### config.mk
export PLATFORM = sky130hd
export DESIGN_NAME = serial_add_ctrl
export DESIGN_NICKNAME = d
export VERILOG_FILES = /design/src/rtl/serial_add_pkg.sv /design/src/rtl/rca4_slice.sv /design/src/rtl/serial_add_ctrl.sv
export SDC_FILE = /design/constraint.sdc
export NUM_CORES = 1
export LEC_CHECK = 0
export BUFFER_PORTS_ARGS = -buffer_cell sky130_fd_sc_hd__buf_2
export CELL_PAD_IN_SITES_DETAIL_PLACEMENT = 0
export CELL_PAD_IN_SITES_GLOBAL_PLACEMENT = 1
export CORE_MARGIN = 5
export CORE_UTILIZATION = 42
export DETAILED_ROUTE_END_ITERATION = 7
export GPL_TIMING_DRIVEN = 0
export HOLD_SLACK_MARGIN = 0.02
export MAX_ROUTING_LAYER = met4
export PLACE_DENSITY = 0.88
export SETUP_SLACK_MARGIN = 0.05
export SLEW_MARGIN = 20
export SYNTH_ARGS = -nofsm -noshare
export SYNTH_HDL_FRONTEND = slang
export SYNTH_SLANG_ARGS = --single-unit
### constraint.sdc
create_clock -name clk -period 2.6 [get_ports clk]
set_clock_uncertainty 0.1 [all_clocks]
set_input_delay 0 -clock clk [delete_from_list [all_inputs] [get_ports clk]]
set_output_delay 0 -clock clk [all_outputs]
set_load 0.02 [all_outputs]
### src/rtl/serial_add_pkg.sv
// Shared types and helpers for the nibble-serial adder.
// Latency: n/a (declarations only).
// Backpressure: n/a.
package serial_add_pkg;

    localparam int NIB_W = 4;

    typedef enum logic [1:0] {
        IDLE = 2'd0,
        RUN  = 2'd1,
        DONE = 2'd2
    } state_t;

    // Number of nibble steps for a given operand width; 0 flags an illegal width
    // so the instantiating module can refuse to elaborate.
    function automatic int num_nib(input int width);
        if (width < NIB_W || (width % NIB_W) != 0) begin
            return 0;
        end
        return width / NIB_W;
    endfunction

endpackage

### src/rtl/rca4_slice.sv
// Combinational 4-bit ripple-carry adder slice built from four full-adder cells.
// Latency: 0 cycles (pure combinational).
// Backpressure: none; no handshake.
// Ports: a, b (4-bit addends), cin (carry in), s (4-bit sum), cout (carry out).
module rca4_slice
    import serial_add_pkg::*;
(
    input  logic [NIB_W-1:0] a,
    input  logic [NIB_W-1:0] b,
    input  logic             cin,
    output logic [NIB_W-1:0] s,
    output logic             cout
);

    logic [NIB_W:0] c;

    assign c[0] = cin;

    for (genvar i = 0; i < NIB_W; i++) begin : g_fa
        assign s[i]   = a[i] ^ b[i] ^ c[i];
        assign c[i+1] = (a[i] & b[i]) | (c[i] & (a[i] ^ b[i]));
    end

    assign cout = c[NIB_W];

endmodule

### src/rtl/serial_add_ctrl.sv
// WIDTH-bit adder that steps one shared 4-bit slice over the nibbles, LSB first.
// Latency: accept at edge T, result valid after edge T+NUM_NIB; one result per NUM_NIB+2 cycles.
// Backpressure: result (sum/cout) held in DONE until out_ready; in_ready only in IDLE.
// Ports: clk/rst_n (async active-low); in_valid/in_ready with a, b, cin;
//        out_valid/out_ready with sum, cout.
module serial_add_ctrl
    import serial_add_pkg::*;
#(
    parameter int WIDTH = 16
) (
    input  logic             clk,
    input  logic             rst_n,
    input  logic             in_valid,
    output logic             in_ready,
    input  logic [WIDTH-1:0] a,
    input  logic [WIDTH-1:0] b,
    input  logic             cin,
    output logic             out_valid,
    input  logic             out_ready,
    output logic [WIDTH-1:0] sum,
    output logic             cout
);

    localparam int NUM_NIB = num_nib(WIDTH);
    localparam int K_W     = (NUM_NIB > 1) ? $clog2(NUM_NIB) : 1;

    if (NUM_NIB == 0) begin : g_bad_width
        $error("serial_add_ctrl: WIDTH must be a multiple of 4 and at least 4");
    end

    state_t             state;
    logic [WIDTH-1:0]   opa;
    logic [WIDTH-1:0]   opb;
    logic               carry;
    logic [K_W-1:0]     k;
    logic [NIB_W-1:0]   slice_s;
    logic               slice_co;

    // Operands shift right each step, so the slice always reads the low nibble.
    rca4_slice u_slice (
        .a    (opa[NIB_W-1:0]),
        .b    (opb[NIB_W-1:0]),
        .cin  (carry),
        .s    (slice_s),
        .cout (slice_co)
    );

    assign in_ready  = (state == IDLE);
    assign out_valid = (state == DONE);

    always_ff @(posedge clk or negedge rst_n) begin
        if (!rst_n) begin
            state <= IDLE;
            opa   <= '0;
            opb   <= '0;
            carry <= 1'b0;
            k     <= '0;
            sum   <= '0;
            cout  <= 1'b0;
        end else begin
            case (state)
                IDLE: begin
                    if (in_valid) begin
                        opa   <= a;
                        opb   <= b;
                        carry <= cin;
                        k     <= '0;
                        sum   <= '0;
                        state <= RUN;
                    end
                end
                RUN: begin
                    for (int i = 0; i < NUM_NIB; i++) begin
                        if (k == K_W'(i)) begin
                            sum[i*NIB_W +: NIB_W] <= slice_s;
                        end
                    end
                    carry <= slice_co;
                    opa   <= opa >> NIB_W;
                    opb   <= opb >> NIB_W;
                    if (k == K_W'(NUM_NIB - 1)) begin
                        cout  <= slice_co;
                        k     <= '0;
                        state <= DONE;
                    end else begin
                        k <= k + 1'b1;
                    end
                end
                DONE: begin
                    if (out_ready) begin
                        state <= IDLE;
                    end
                end
                default: state <= IDLE;
            endcase
        end
    end

endmodule
# ---- Word-level counts from Yosys, hierarchy flattened
# Index checks and enable logic that the tools add are counted.
dict set report totals {
  output_inout_bits 19
  regBits 54
  elab_cells 71
  inputBits 37
}
dict set report op_classes {
  n_addsub 1
  n_eq_ne 11
  bitwise 20
  n_reduce_logical 10
  n_mux 19
}
# operator n
set op_table {}
lappend op_table {{$pmux 16 s2} 3}
lappend op_table {{$mux 16} 3}
lappend op_table {{$mux 4} 4}
lappend op_table {{$reduce_and 3->1} 5}
lappend op_table {{$mux 2} 5}
lappend op_table {{$ne 2x2->1 const B} 5}
lappend op_table {{$and 1x1->1} 8}
lappend op_table {{$xor 1x1->1} 8}
lappend op_table {{$eq 2x2->1 const B} 3}
lappend op_table {{$pmux 2 s3} 1}
lappend op_table {{$eq 2x1->1 const B} 2}
lappend op_table {{$logic_not 2->1} 2}
lappend op_table {{$or 1x1->1} 4}
lappend op_table {{$pmux 2 s2} 1}
lappend op_table {{$reduce_and 2->1} 2}
lappend op_table {{$add 2x1->2 const B} 1}
lappend op_table {{$ne 2x1->1 const B} 1}
lappend op_table {{$pmux 1 s2} 1}
lappend op_table {{$reduce_bool 2->1} 1}
lappend op_table {{$mux 1} 1}

# ---- Longest topological paths before layout
dict set report depth {
  word_depth 10
  ltp_mapped 8
  mapped_depth_nobuf 8
}

# ---- Cells and area by module
# Synthesis repeated with hierarchy kept, for this count alone.
dict set report unflattened {
  cells_unflattened 280
  area_unflattened_um2 2760.1
}
# mod seq_area_each_um2 instances area_each_um2 cells_each
set by_module_without_submodules {}
lappend by_module_without_submodules {serial_add_ctrl 1351.3 1 2642.5 266}
lappend by_module_without_submodules {rca4_slice 0.0 1 117.6 14}

# ---- Worst setup path before layout
# Ideal clock, no wire load.
dict set report synth_timing {
  path_kind {reg2reg}
  start {reg opa[0]}
  end {reg sum[7]}
  setup_time_ps 116
  arrival_time_ps 2183
  synth_period_minus_slack_ps 2399
  n_path_buf 0
  setup_slack_ps 201
  path_stages_with_launch 9
  required_time_ps 2384
  path_cell_list {dfrtp_1 > inv_1 > fa_1 > inv_1 > fa_1 > fa_1 > inv_1 > fa_1 > o311ai_0}
}
dict set report synth_between {
  elab_chain_cells 10
  word_cells_on_any_way 11
}
# item line_no
set synth_rtl {}
lappend synth_rtl {{from (decl)} serial_add_ctrl.sv:32} ;# logic [WIDTH-1:0] opa;
lappend synth_rtl {{from (signal assigned)} serial_add_ctrl.sv:79} ;# opa <= opa >> NIB_W;
lappend synth_rtl {{$xor 1x1->1} rca4_slice.sv:21} ;# assign c[i+1] = (a[i] & b[i]) | (c[i] & (a[i] ^ b[i]));
lappend synth_rtl {{$and 1x1->1} rca4_slice.sv:21}
lappend synth_rtl {{$or 1x1->1 *} rca4_slice.sv:21}
lappend synth_rtl {{$and 1x1->1 *} rca4_slice.sv:21}
lappend synth_rtl {{$or 1x1->1 *} rca4_slice.sv:21}
lappend synth_rtl {{$and 1x1->1 *} rca4_slice.sv:21}
lappend synth_rtl {{$or 1x1->1 *} rca4_slice.sv:21}
lappend synth_rtl {{$xor 1x1->1 *} rca4_slice.sv:20} ;# assign s[i] = a[i] ^ b[i] ^ c[i];
lappend synth_rtl {{$mux 4 *} serial_add_ctrl.sv:74} ;# if (k == K_W'(i)) begin
lappend synth_rtl {{$pmux 16 s2 *} serial_add_ctrl.sv:61} ;# case (state)
lappend synth_rtl {{to (signal, indexed assignment)} serial_add_ctrl.sv:75} ;# sum[i*NIB_W +: NIB_W] <= slice_s;
lappend synth_rtl {{to (decl)} serial_add_ctrl.sv:20} ;# output logic [WIDTH-1:0] sum,
# Every way passes the cells marked *; elsewhere a longest branch is shown, timed or not. The select of a mux whose other input is x is not followed.
# A chain may end at the register's enable or synchronous reset.

# ---- Worst setup path in the final report
dict set report layout_timing {
  start {reg opa[0]}
  end {reg sum[11]}
}
# The elaborated chain is that of the path after synthesis.

==> flow_summary_export.csv <==
group,metric,value,unit
critical_path,r2r_start,"opa[0]",
critical_path,path_max_fanout,4,
place,dpl_cell_area,3090,um2
critical_path,worstSetupStartpointType,"flop",
timing,rsz0062_at_grt,"false",
layout,multi_input_area,1160,um2
pwr,power_leakage,1.60,nW
global_routing,grt_pass1_vias,2567,
timing,layout_setup_ws,0.183,ns
place,gp_congestion,0.795,
logic_synthesis,avgSynthCellArea,10.1,um2
cts,clk_latency,0.31,ns
logic_synthesis,seq_area_frac_synth,49.8,%
layout,final_layout_size_suffix_gt1_share,27.7,%
place,hpwl,4940,um
cts,cts_buffers,5,
layout,final_util,56.2,%
cts,htreeDepth,2,
run,cap_viol_max_count,0,
timing,relSlewSlack,52.6,%
logic_synthesis,netlist_instances,270,
pwr,irDropWorstVdd,0.000581,V
floorplanning,start_util,43.0,%
floorplanning,ioPinCount,56,
critical_path,crit_path_start,"opa[0]",
critical_path,cp.required,2.72,ns
floorplanning,rows,29,
min_path,hold_path_startpoint,"cin",
layout,fin_nets,412,
cts,clockBufferDepth,2,
logic_synthesis,yosys_warnings,0,
floorplanning,dieArea,8170,um2
layout,diodes,0,
pwr,pwr-share-clk,11.7,%
critical_path,arrival,2.53,ns
pwr,p_int,2.40,mW
floorplanning,fp.dieW,90.4,um
min_path,min_path_type,"in -> reg",
layout,seq_area,1350,um2
global_routing,grt_overflow,0,
pwr,netSwitchingFraction,44.1,%
floorplanning,coreArea,6310,um2
logic_synthesis,syn-num-nets,315,
route,via_count,2403,
layout,design_area,3550,um2
timing,setup_viol,0,
floorplanning,die_height,90.4,um
global_routing,grt_max_degree,55,
place,port_buffers,55,
pwr,seq_power_share,35.5,%
status,status,"completed",
route,initialDrtViolationCount,52,
layout,synthToLayoutAreaGrowth,30.8,%
logic_synthesis,syn-cell-area,2710,um2
timing,max_freq,414,MHz
global_routing,grt_usage,18.9,%
global_routing,grt_antenna_before_repair,0,
timing,maxSlewViolCount,0,
timing,min_period,2.42,ns
critical_path,critical_path_class,"reg -> reg",
cts,cts_tree,"done",
logic_synthesis,ys_ff_latch,54,
critical_path,end_kind,"flop",
route,drt_wl_total,7100,um
timing,period_share,93.0,%
timing,finalHoldViolCount,0,
route,detail_route.wl_per_cell,15.9,um
route,ant_nets,0,
global_routing,grt_pass1_wl,12400,um
pwr,total_power,4.29,mW
route,drc,0,
pwr,p_switching,1.89,mW
timing,tightest_slew,0.711,ns
route,viasPerCell,5.40,
place,pre_cts_ws,0.00982,ns
layout,fill_cells,598,
cts,clock_sinks,54,
cts,cts_root_buf,"clkbuf_8",
cts,clk_pin_slew_worst_paths,0.10,ns
pwr,p_comb_share,52.8,%
logic_synthesis,netlist-cell-type-count,33,
route,drt_first_pass_iters,4,
timing,fin_setup_tns,0,ns
pwr,power.density,1210,nW/um2
## layout by cell type, fill, tap and decap left out, types with 6 or more instances in the layout
master | netlist | layout
a21oi_1 | 25 | 25
o22ai_1 | 46 | 46
buf_6 | 10 | 10
o211ai_1 | 6 | 6
clkbuf_8 | 0 | 6
nand2_1 | 46 | 46
inv_1 | 11 | 8
dlygate4sd3_1 | 0 | 34
o21ai_0 | 17 | 17
buf_2 | 5 | 59
dfrtp_1 | 54 | 54
## power groups by stage
stage | logic, mW | registers, mW | clock network (mW)
2_1_floorplan | 1.48 | 1.57 | 0
3_3_place_gp | 2.10 | 1.52 | 0
3_5_place_dp | 2.16 | 1.54 | 0
4_1_cts | 2.22 | 1.52 | 0.511
5_1_grt | 2.53 | 1.57 | 0.551
6_report | 2.26 | 1.52 | 0.502
## layout make-up
class,count,share of cell area (%)
timing repair buffer,90,17.6
tap,77,2.71
clock buffer,6,2.33
clock inverter,2,0.352
multi-input combinational,182,32.7
inverter,13,1.37
buffer,21,4.83
sequential,54,38.1
## layer usage
metal  track usage [%]  wire, um
met5                 -         0
met4              5.46       128
met3              3.92       333
met2              31.0      3420
met1              23.7      3210
## through the flow
step | std cells | hold slack (ns)
floorplan | 270 | -0.396
global placement | 402 | 0.0872
finish | 445 | 0.0498
global route | 445 | 0.0575
CTS | 444 | 0.0393
detailed placement | 402 | -0.00218
## Yosys cell counts (all sizes together)
master	instances	area share, %
o211ai	6	1.7
o311ai	10	4.1
and2b	4	1.1
o21bai	1	0.69
o32ai	1	0.32
a21oi	25	4.6
clkbuf	2	0.28
nor2b	1	0.23
o31ai	2	0.74
nand3b	1	0.28
buf	19	6.0
fa	4	3.0
inv	13	1.8
nand2b	2	0.55
a221oi	1	0.32
ha	4	1.8
dfrtp	54	50
nor2	5	0.69
nand2	48	6.8
a22o	1	0.32
or2	1	0.23
o21ai	17	3.1
o22ai	48	12
## final timing paths
path                       endpoint  slack, ns  cells after the start
max                         sum[11]       0.18                      8
max in group asynchronous      cout       1.76                      2
min in group asynchronous   sum[13]       0.18                      2
min                           carry       0.05                      3
max reg2reg                 sum[11]       0.18                      8
min reg2reg                    cout       0.40                      2
## state kept, by name (all words and copies together), names as in the netlist
name and flops:
carry 1, cout 1, k 2, opa 16
opb 16, state 2, sum 16
## worst max-delay path, stage by stage (launching register included)
cell and delay (ns):
dfrtp_1 0.39, inv_1 0.08, fa_1 0.16, inv_1 0.05
fa_1 0.38, fa_2 0.35, inv_2 0.06, fa_2 0.50
o311ai_1 0.24
## kinds of logic after synthesis
logic type / count (synthesis) / synth area share [%]
AND/OR/NAND/NOR: 62 / 9.91
adder cells (fa/ha/maj): 8 / 4.80
flip-flops: 54 / 49.8
buffers and inverters: 34 / 8.11
AO/OA/AOI/OAI: 112 / 27.4
## what timing repair did
item | in CTS | in global routing
endpoints found under the setup margin | 2 | 4
gates resized for setup | 2 | 6
hold endpoints to repair | 87 | 0
hold buffers | 34 | 0
setup buffers | 0 | 1
pin swaps | 0 | 5
(Power assumes the default switching activity.)
